[config.mk]
export PLATFORM = sky130hd
export DESIGN_NAME = wb_burst_master
export DESIGN_NICKNAME = d
export VERILOG_FILES = /design/src/rtl/wb_burst_master.sv
export SDC_FILE = /design/constraint.sdc
export NUM_CORES = 1
export LEC_CHECK = 0
export ABC_AREA = 1
export CAP_MARGIN = 0
export CELL_PAD_IN_SITES_DETAIL_PLACEMENT = 0
export CELL_PAD_IN_SITES_GLOBAL_PLACEMENT = 2
export CORE_ASPECT_RATIO = 1.2
export CORE_UTILIZATION = 24
export CTS_CLUSTER_DIAMETER = 80
export CTS_CLUSTER_SIZE = 10
export DETAILED_ROUTE_END_ITERATION = 8
export HOLD_SLACK_MARGIN = 0.12
export PLACE_DENSITY = 0.86
export SETUP_SLACK_MARGIN = 0.15
export SLEW_MARGIN = 20
export SYNTH_ARGS = -nofsm -noshare
export SYNTH_HDL_FRONTEND = slang
export SYNTH_SLANG_ARGS = --single-unit
[constraint.sdc]
create_clock -name wb_clk -period 5.1 [get_ports wb_clk]
set_input_delay 1.53 -clock wb_clk [delete_from_list [all_inputs] [get_ports wb_clk]]
set_output_delay 1.53 -clock wb_clk [all_outputs]
set_load 0.01 [all_outputs]
[src/rtl/wb_burst_master.sv]
// Wishbone B3 burst master: one valid/ready command becomes a classic or
// linear/wrapping burst. Optional watchdog: define WB_BURST_MASTER_TIMEOUT_EN.
module wb_burst_master #(
    parameter int dw      = 32,
    parameter int aw      = 32,
    parameter int lw      = 4,
    parameter int TIMEOUT = 255
) (
    input  logic              wb_clk,
    input  logic              wb_rst_n,
    input  logic              cmd_valid_i,
    output logic              cmd_ready_o,
    input  logic              cmd_we_i,
    input  logic [aw-1:0]     cmd_adr_i,
    input  logic [dw/8-1:0]   cmd_sel_i,
    input  logic [lw-1:0]     cmd_len_i,
    input  logic [1:0]        cmd_bte_i,
    input  logic [dw-1:0]     wdat_i,
    input  logic              wdat_valid_i,
    output logic              wdat_ready_o,
    output logic [dw-1:0]     rdat_o,
    output logic              rdat_valid_o,
    output logic              done_o,
    output logic              status_err_o,
    output logic [aw-1:0]     wb_adr_o,
    output logic [dw-1:0]     wb_dat_o,
    output logic [dw/8-1:0]   wb_sel_o,
    output logic              wb_we_o,
    output logic              wb_cyc_o,
    output logic              wb_stb_o,
    output logic [2:0]        wb_cti_o,
    output logic [1:0]        wb_bte_o,
    input  logic [dw-1:0]     wb_rdt_i,
    input  logic              wb_ack_i,
    input  logic              wb_err_i,
    input  logic              wb_rty_i
);

    localparam int BYTES = dw / 8;

    typedef enum logic [2:0] {S_IDLE, S_WFILL, S_BUS, S_DRAIN, S_DONE} state_t;

    state_t            state_q;
    logic              init_q;
    logic [lw-1:0]     cnt_q;
    logic [aw-1:0]     wb_adr_q, adr_d, adr_inc, wmask;
    logic [dw-1:0]     wb_dat_q, rdat_q;
    logic [dw/8-1:0]   wb_sel_q;
    logic              wb_we_q, wb_cyc_q, wb_stb_q;
    logic [2:0]        wb_cti_q;
    logic [1:0]        wb_bte_q;
    logic              rdat_valid_q, done_q, status_err_q;
    logic              tmo_hit, err_ev, ack_ev, last;

`ifdef WB_BURST_MASTER_TIMEOUT_EN
    localparam int TW = $clog2(TIMEOUT + 1);
    logic [TW-1:0] tmo_q;

    // Counts strobed cycles without an ack; cleared whenever stb is low.
    always_ff @(posedge wb_clk) begin
        if (!wb_rst_n || !wb_stb_q || wb_ack_i)
            tmo_q <= '0;
        else
            tmo_q <= tmo_q + TW'(1);
    end
    assign tmo_hit = (tmo_q == TW'(TIMEOUT - 1));
`else
    assign tmo_hit = (TIMEOUT < 0);
`endif

    assign err_ev = wb_stb_q && (wb_err_i || wb_rty_i || tmo_hit);
    assign ack_ev = wb_stb_q && wb_ack_i && !err_ev;
    assign last   = (cnt_q == '0);

    assign cmd_ready_o  = init_q && (state_q == S_IDLE || state_q == S_DONE);
    assign wdat_ready_o = (state_q == S_WFILL) || (state_q == S_DRAIN) ||
                          (state_q == S_BUS && wb_we_q && (!wb_stb_q || (ack_ev && !last)));

    // Wrap modes only advance the bits inside the N-beat block.
    always_comb begin
        adr_inc = wb_adr_q + aw'(BYTES);
        case (wb_bte_q)
            2'b01:   wmask = aw'(4 * BYTES - 1);
            2'b10:   wmask = aw'(8 * BYTES - 1);
            2'b11:   wmask = aw'(16 * BYTES - 1);
            default: wmask = '1;
        endcase
        adr_d = (wb_adr_q & ~wmask) | (adr_inc & wmask);
    end

    always_ff @(posedge wb_clk) begin
        if (!wb_rst_n) begin
            state_q      <= S_IDLE;
            init_q       <= 1'b0;
            cnt_q        <= '0;
            wb_adr_q     <= '0;
            wb_dat_q     <= '0;
            wb_sel_q     <= '0;
            wb_we_q      <= 1'b0;
            wb_cyc_q     <= 1'b0;
            wb_stb_q     <= 1'b0;
            wb_cti_q     <= 3'b000;
            wb_bte_q     <= 2'b00;
            rdat_q       <= '0;
            rdat_valid_q <= 1'b0;
            done_q       <= 1'b0;
            status_err_q <= 1'b0;
        end else begin
            init_q       <= 1'b1;
            rdat_valid_q <= 1'b0;
            done_q       <= 1'b0;
            status_err_q <= 1'b0;
            case (state_q)
                S_IDLE, S_DONE: begin
                    if (cmd_valid_i && cmd_ready_o) begin
                        wb_we_q  <= cmd_we_i;
                        wb_adr_q <= cmd_adr_i;
                        wb_sel_q <= cmd_sel_i;
                        wb_bte_q <= cmd_bte_i;
                        cnt_q    <= cmd_len_i;
                        wb_cti_q <= (cmd_len_i == '0) ? 3'b000 : 3'b010;
                        if (cmd_we_i) begin
                            state_q <= S_WFILL;
                        end else begin
                            state_q  <= S_BUS;
                            wb_cyc_q <= 1'b1;
                            wb_stb_q <= 1'b1;
                        end
                    end else begin
                        state_q <= S_IDLE;
                    end
                end
                S_WFILL: begin
                    if (wdat_valid_i) begin
                        wb_dat_q <= wdat_i;
                        wb_cyc_q <= 1'b1;
                        wb_stb_q <= 1'b1;
                        state_q  <= S_BUS;
                    end
                end
                S_BUS: begin
                    if (err_ev) begin
                        wb_cyc_q <= 1'b0;
                        wb_stb_q <= 1'b0;
                        if (wb_we_q && !last) begin
                            // cnt_q now counts unconsumed write words minus one
                            cnt_q   <= cnt_q - lw'(1);
                            state_q <= S_DRAIN;
                        end else begin
                            state_q      <= S_DONE;
                            done_q       <= 1'b1;
                            status_err_q <= 1'b1;
                        end
                    end else if (ack_ev) begin
                        if (!wb_we_q) begin
                            rdat_q       <= wb_rdt_i;
                            rdat_valid_q <= 1'b1;
                        end
                        if (last) begin
                            wb_cyc_q <= 1'b0;
                            wb_stb_q <= 1'b0;
                            state_q  <= S_DONE;
                            done_q   <= 1'b1;
                        end else begin
                            cnt_q    <= cnt_q - lw'(1);
                            wb_adr_q <= adr_d;
                            wb_cti_q <= (cnt_q == lw'(1)) ? 3'b111 : 3'b010;
                            if (wb_we_q) begin
                                if (wdat_valid_i)
                                    wb_dat_q <= wdat_i;
                                else
                                    wb_stb_q <= 1'b0;
                            end
                        end
                    end else if (!wb_stb_q && wdat_valid_i) begin
                        wb_dat_q <= wdat_i;
                        wb_stb_q <= 1'b1;
                    end
                end
                S_DRAIN: begin
                    if (wdat_valid_i) begin
                        if (last) begin
                            state_q      <= S_DONE;
                            done_q       <= 1'b1;
                            status_err_q <= 1'b1;
                        end else begin
                            cnt_q <= cnt_q - lw'(1);
                        end
                    end
                end
                default: state_q <= S_IDLE;
            endcase
        end
    end

    assign wb_adr_o     = wb_adr_q;
    assign wb_dat_o     = wb_dat_q;
    assign wb_sel_o     = wb_sel_q;
    assign wb_we_o      = wb_we_q;
    assign wb_cyc_o     = wb_cyc_q;
    assign wb_stb_o     = wb_stb_q;
    assign wb_cti_o     = wb_cti_q;
    assign wb_bte_o     = wb_bte_q;
    assign rdat_o       = rdat_q;
    assign rdat_valid_o = rdat_valid_q;
    assign done_o       = done_q;
    assign status_err_o = status_err_q;

endmodule

==> impl_metrics.toml <==
[placement]
dp.cells = 1557
gp_congestion = 0.831
hpwlAfterDp_um = 16000
dp_slack_ps = 352
port_buffers = 226

[clock_tree]
clock_sinks = 118
cts_buffer_depth = 2
cts_buffers = 17
cts-htree-levels = 4
cts_resized = 0
root_buffer = "clkbuf_16"
cts_setup_buffers = 0
clk_pin_slew_ps = 60
ctsHoldBuffers = 0
clkLatencyLatePin_ps = 430
cts_tree = "yes"

[critical_path]
worstSetupPathType = "in -> out"
worst_path_most_repeated_cell = "clkdlybuf4s50_1"
cp-startpoint = "wb_rty_i"
crit_chain = "clkdlybuf4s50_1 -> nor2_1 -> nand2_2 -> o21ai_0 -> nand3_1 -> nand3b_1 -> clkdlybuf4s50_1"
crit_required_ps = 3570
cp-start-kind = "primary input"
path_depth = 7
path_buf_inv = 2
crit_end = "wdat_ready_o"
crit_path_end_kind = "output pin"
r2r-end = "rdat_o[26]"
crit_slowest_cell = "clkdlybuf4s50_1"
reg2reg_from = "state_q[1]"
r2r_cells = 8
crit_family = "buffers and inverters"
reg2reg_slack_ps = 2560
critPathMaxFanout = 6
critPathMaxStageDelay_ps = 550
arrival_ps = 3200

[global_routing]
grt_pass1_vias = 6540
grt_start_max_net_pins = 65
track_usage = 0.168
met3_usage = 0.0642
grt_pass1_wl_um = 34500
use_met2 = 0.292
antenna_found_initial = 3
met1_usage = 0.186
grt_busiest_layer = "met2"
overflow = 0

[logic_synthesis]
avgSynthCellArea_um2 = 6.02
synth-simple-area-share = 0.418
muxShareOfSynthArea = 0
postSynthCellCount = 1034
netlist.area_leader.share = 0.380
syn_nets = 1153
synth-seq-cells = 118
netlist_area_mm2 = 0.00622
synth-compound-area-share = 0.0858
yosys.area.top_type = "dfxtp_1"
yosys_warnings = 0
yosysUniqueCellTypes = 31
yosys.area_share.adder = 0.0101
ys_seq_area_frac = 0.380
synthXorXnorAreaFrac = 0.00281
ys_top_cells_by_area = "dfxtp_1, nand2_1, nor2_1"
synth_top_family_by_area = "simple AND/OR/NAND/NOR gates"

[pwr]
ir_worst_vdd_mv = 0.208
leakagePower_nw = 4.02
power_density_mw_per_mm2 = 306
seq_power_share = 0.365
p_comb_frac = 0.185
switching_power_mw = 0.843
switching_share = 0.294
power_frac_clock = 0.451
p_int_mw = 2.02

[timing]
slew_headroom = 0.447
hold_viol = 0
period_share = 0.928
finalSetupTns_ps = 0
finalSetupViolations = 0
finClkSkew_ps = 16.6
min_period_ps = 4730
drv_slew = 0
rsz0062_at_grt = "false"
worst_pin_slew_ps = 830
max_freq_mhz = 211
holdWs_ps = 464
worst_slack_ps = 368

[floorplan]
core-area_mm2 = 0.0255
chipWidth_um = 149
die_area_mm2 = 0.0266
rows = 64
start_util = 0.244
ios = 227
die_h_um = 178

[detailed_routing]
detail-route-antenna-nets = 0
viasPerCell = 4.25
firstDrtPassIters = 6
routed_wl_um = 21900
vias = 6762
drc = 0
drt_iter0_markers = 344
wl_per_cell_um = 13.8

[worst_hold_path]
min_path_type = "reg -> reg"
worstHoldStart = "wb_sel_o[2]"

[layout]
layout.cells.non_filler = 1590
drive_gt1_frac = 0.0421
final_common_cell = "nand2_1"
final_cell_mix = "nand2_1, nor2_1, clkdlybuf4s50_1"
syn_to_final_growth_pct = 50.4
fillers = 2833
fin_util = 0.367
fin_nets = 1365

[run_status]
status = "completed"

[job]
maxCapViolations = 0
[power groups by stage]
stage	Sequential [mW]	Combinational, mW	Clock [mW]
finish	1.05	0.530	1.29
global route	1.05	0.598	1.37
CTS	1.05	0.538	1.32
detailed placement	1.07	0.535	0
global placement	1.07	0.536	0
floorplan	1.07	0.254	0
[worst min-delay path, cell delays in order, from the launching register on]
cell and delay, ps:
dfxtp_1 310, nand2_1 60, a21oi_1 50
[layer usage]
layer	share of wire	vias to the layer above
li1	-	3587
met1	0.42	2970
met2	0.48	176
met3	0.085	25
met4	0.015	4
met5	0.0012	-
[logic make-up (layout without fill, tap and decap cells)]
kind of cell             after synthesis  after routing
AND/OR/NAND/NOR                      649            649
buffers and inverters                158            383
adder cells (fa/ha/maj)                5              5
other                                  0              1
flip-flops                           118            118
XOR/XNOR                               2              2
AO/OA/AOI/OAI                        102            102
[cell type report]
| type | instances | area (µm²) | area share |
|---|---|---|---|
| Antenna cell | 1 | 2.50 | 0.000267 |
| Sequential cell | 118 | 2360 | 0.252 |
| Timing Repair Buffer | 232 | 2300 | 0.246 |
| Clock buffer | 18 | 429 | 0.0459 |
| Multi-Input combinational cell | 758 | 3210 | 0.343 |
| Tap cell | 330 | 413 | 0.0441 |
| Clock inverter | 14 | 188 | 0.0201 |
| Inverter | 119 | 447 | 0.0477 |
[through the flow]
step | power, mW | area [µm²]
after global placement | 1.60 | 8740
after CTS | 2.91 | 9360
after global routing | 3.02 | 9360
after detailed placement | 1.60 | 8740
after floorplan | 1.33 | 6220
final | 2.87 | 9360
[worst min-delay path by stage]
stage | depth (start not counted) | endpoint | slack, ps
3_5_place_dp | 2 | wb_sel_o[2] | 460
4_1_cts | 2 | wb_sel_o[2] | 470
2_1_floorplan | 2 | cnt_q[1] | 440
6_report | 2 | wb_sel_o[2] | 460
3_3_place_gp | 2 | wb_sel_o[2] | 450
5_1_grt | 2 | wb_sel_o[1] | 500
[synth_stat cells]
| library cell | count |
|---|---|
| nand2_1 | 323 |
| nor2_1 | 254 |
| dfxtp_1 | 118 |
| inv_1 | 116 |
| o21ai_0 | 59 |
| nand3_1 | 45 |
| a21oi_1 | 35 |
| clkbuf_1 | 18 |
| buf_2 | 13 |
| nand4_1 | 12 |
| buf_4 | 6 |
| ha_1 | 5 |
| a211oi_1 | 3 |
| nand2_2 | 3 |
| buf_6 | 2 |
| inv_2 | 2 |
| nand3b_1 | 2 |
| nor2_2 | 2 |
| nor3_1 | 2 |
| o21ai_2 | 2 |
| xor2_1 | 2 |
| a21oi_2 | 1 |
| clkinv_1 | 1 |
| nand2_4 | 1 |
| nand3_2 | 1 |
| nand3_4 | 1 |
| nand4_4 | 1 |
| nor2_4 | 1 |
| nor4_1 | 1 |
| o21a_1 | 1 |
| o21bai_1 | 1 |
Note: power is estimated with default switching activity, not from simulation.
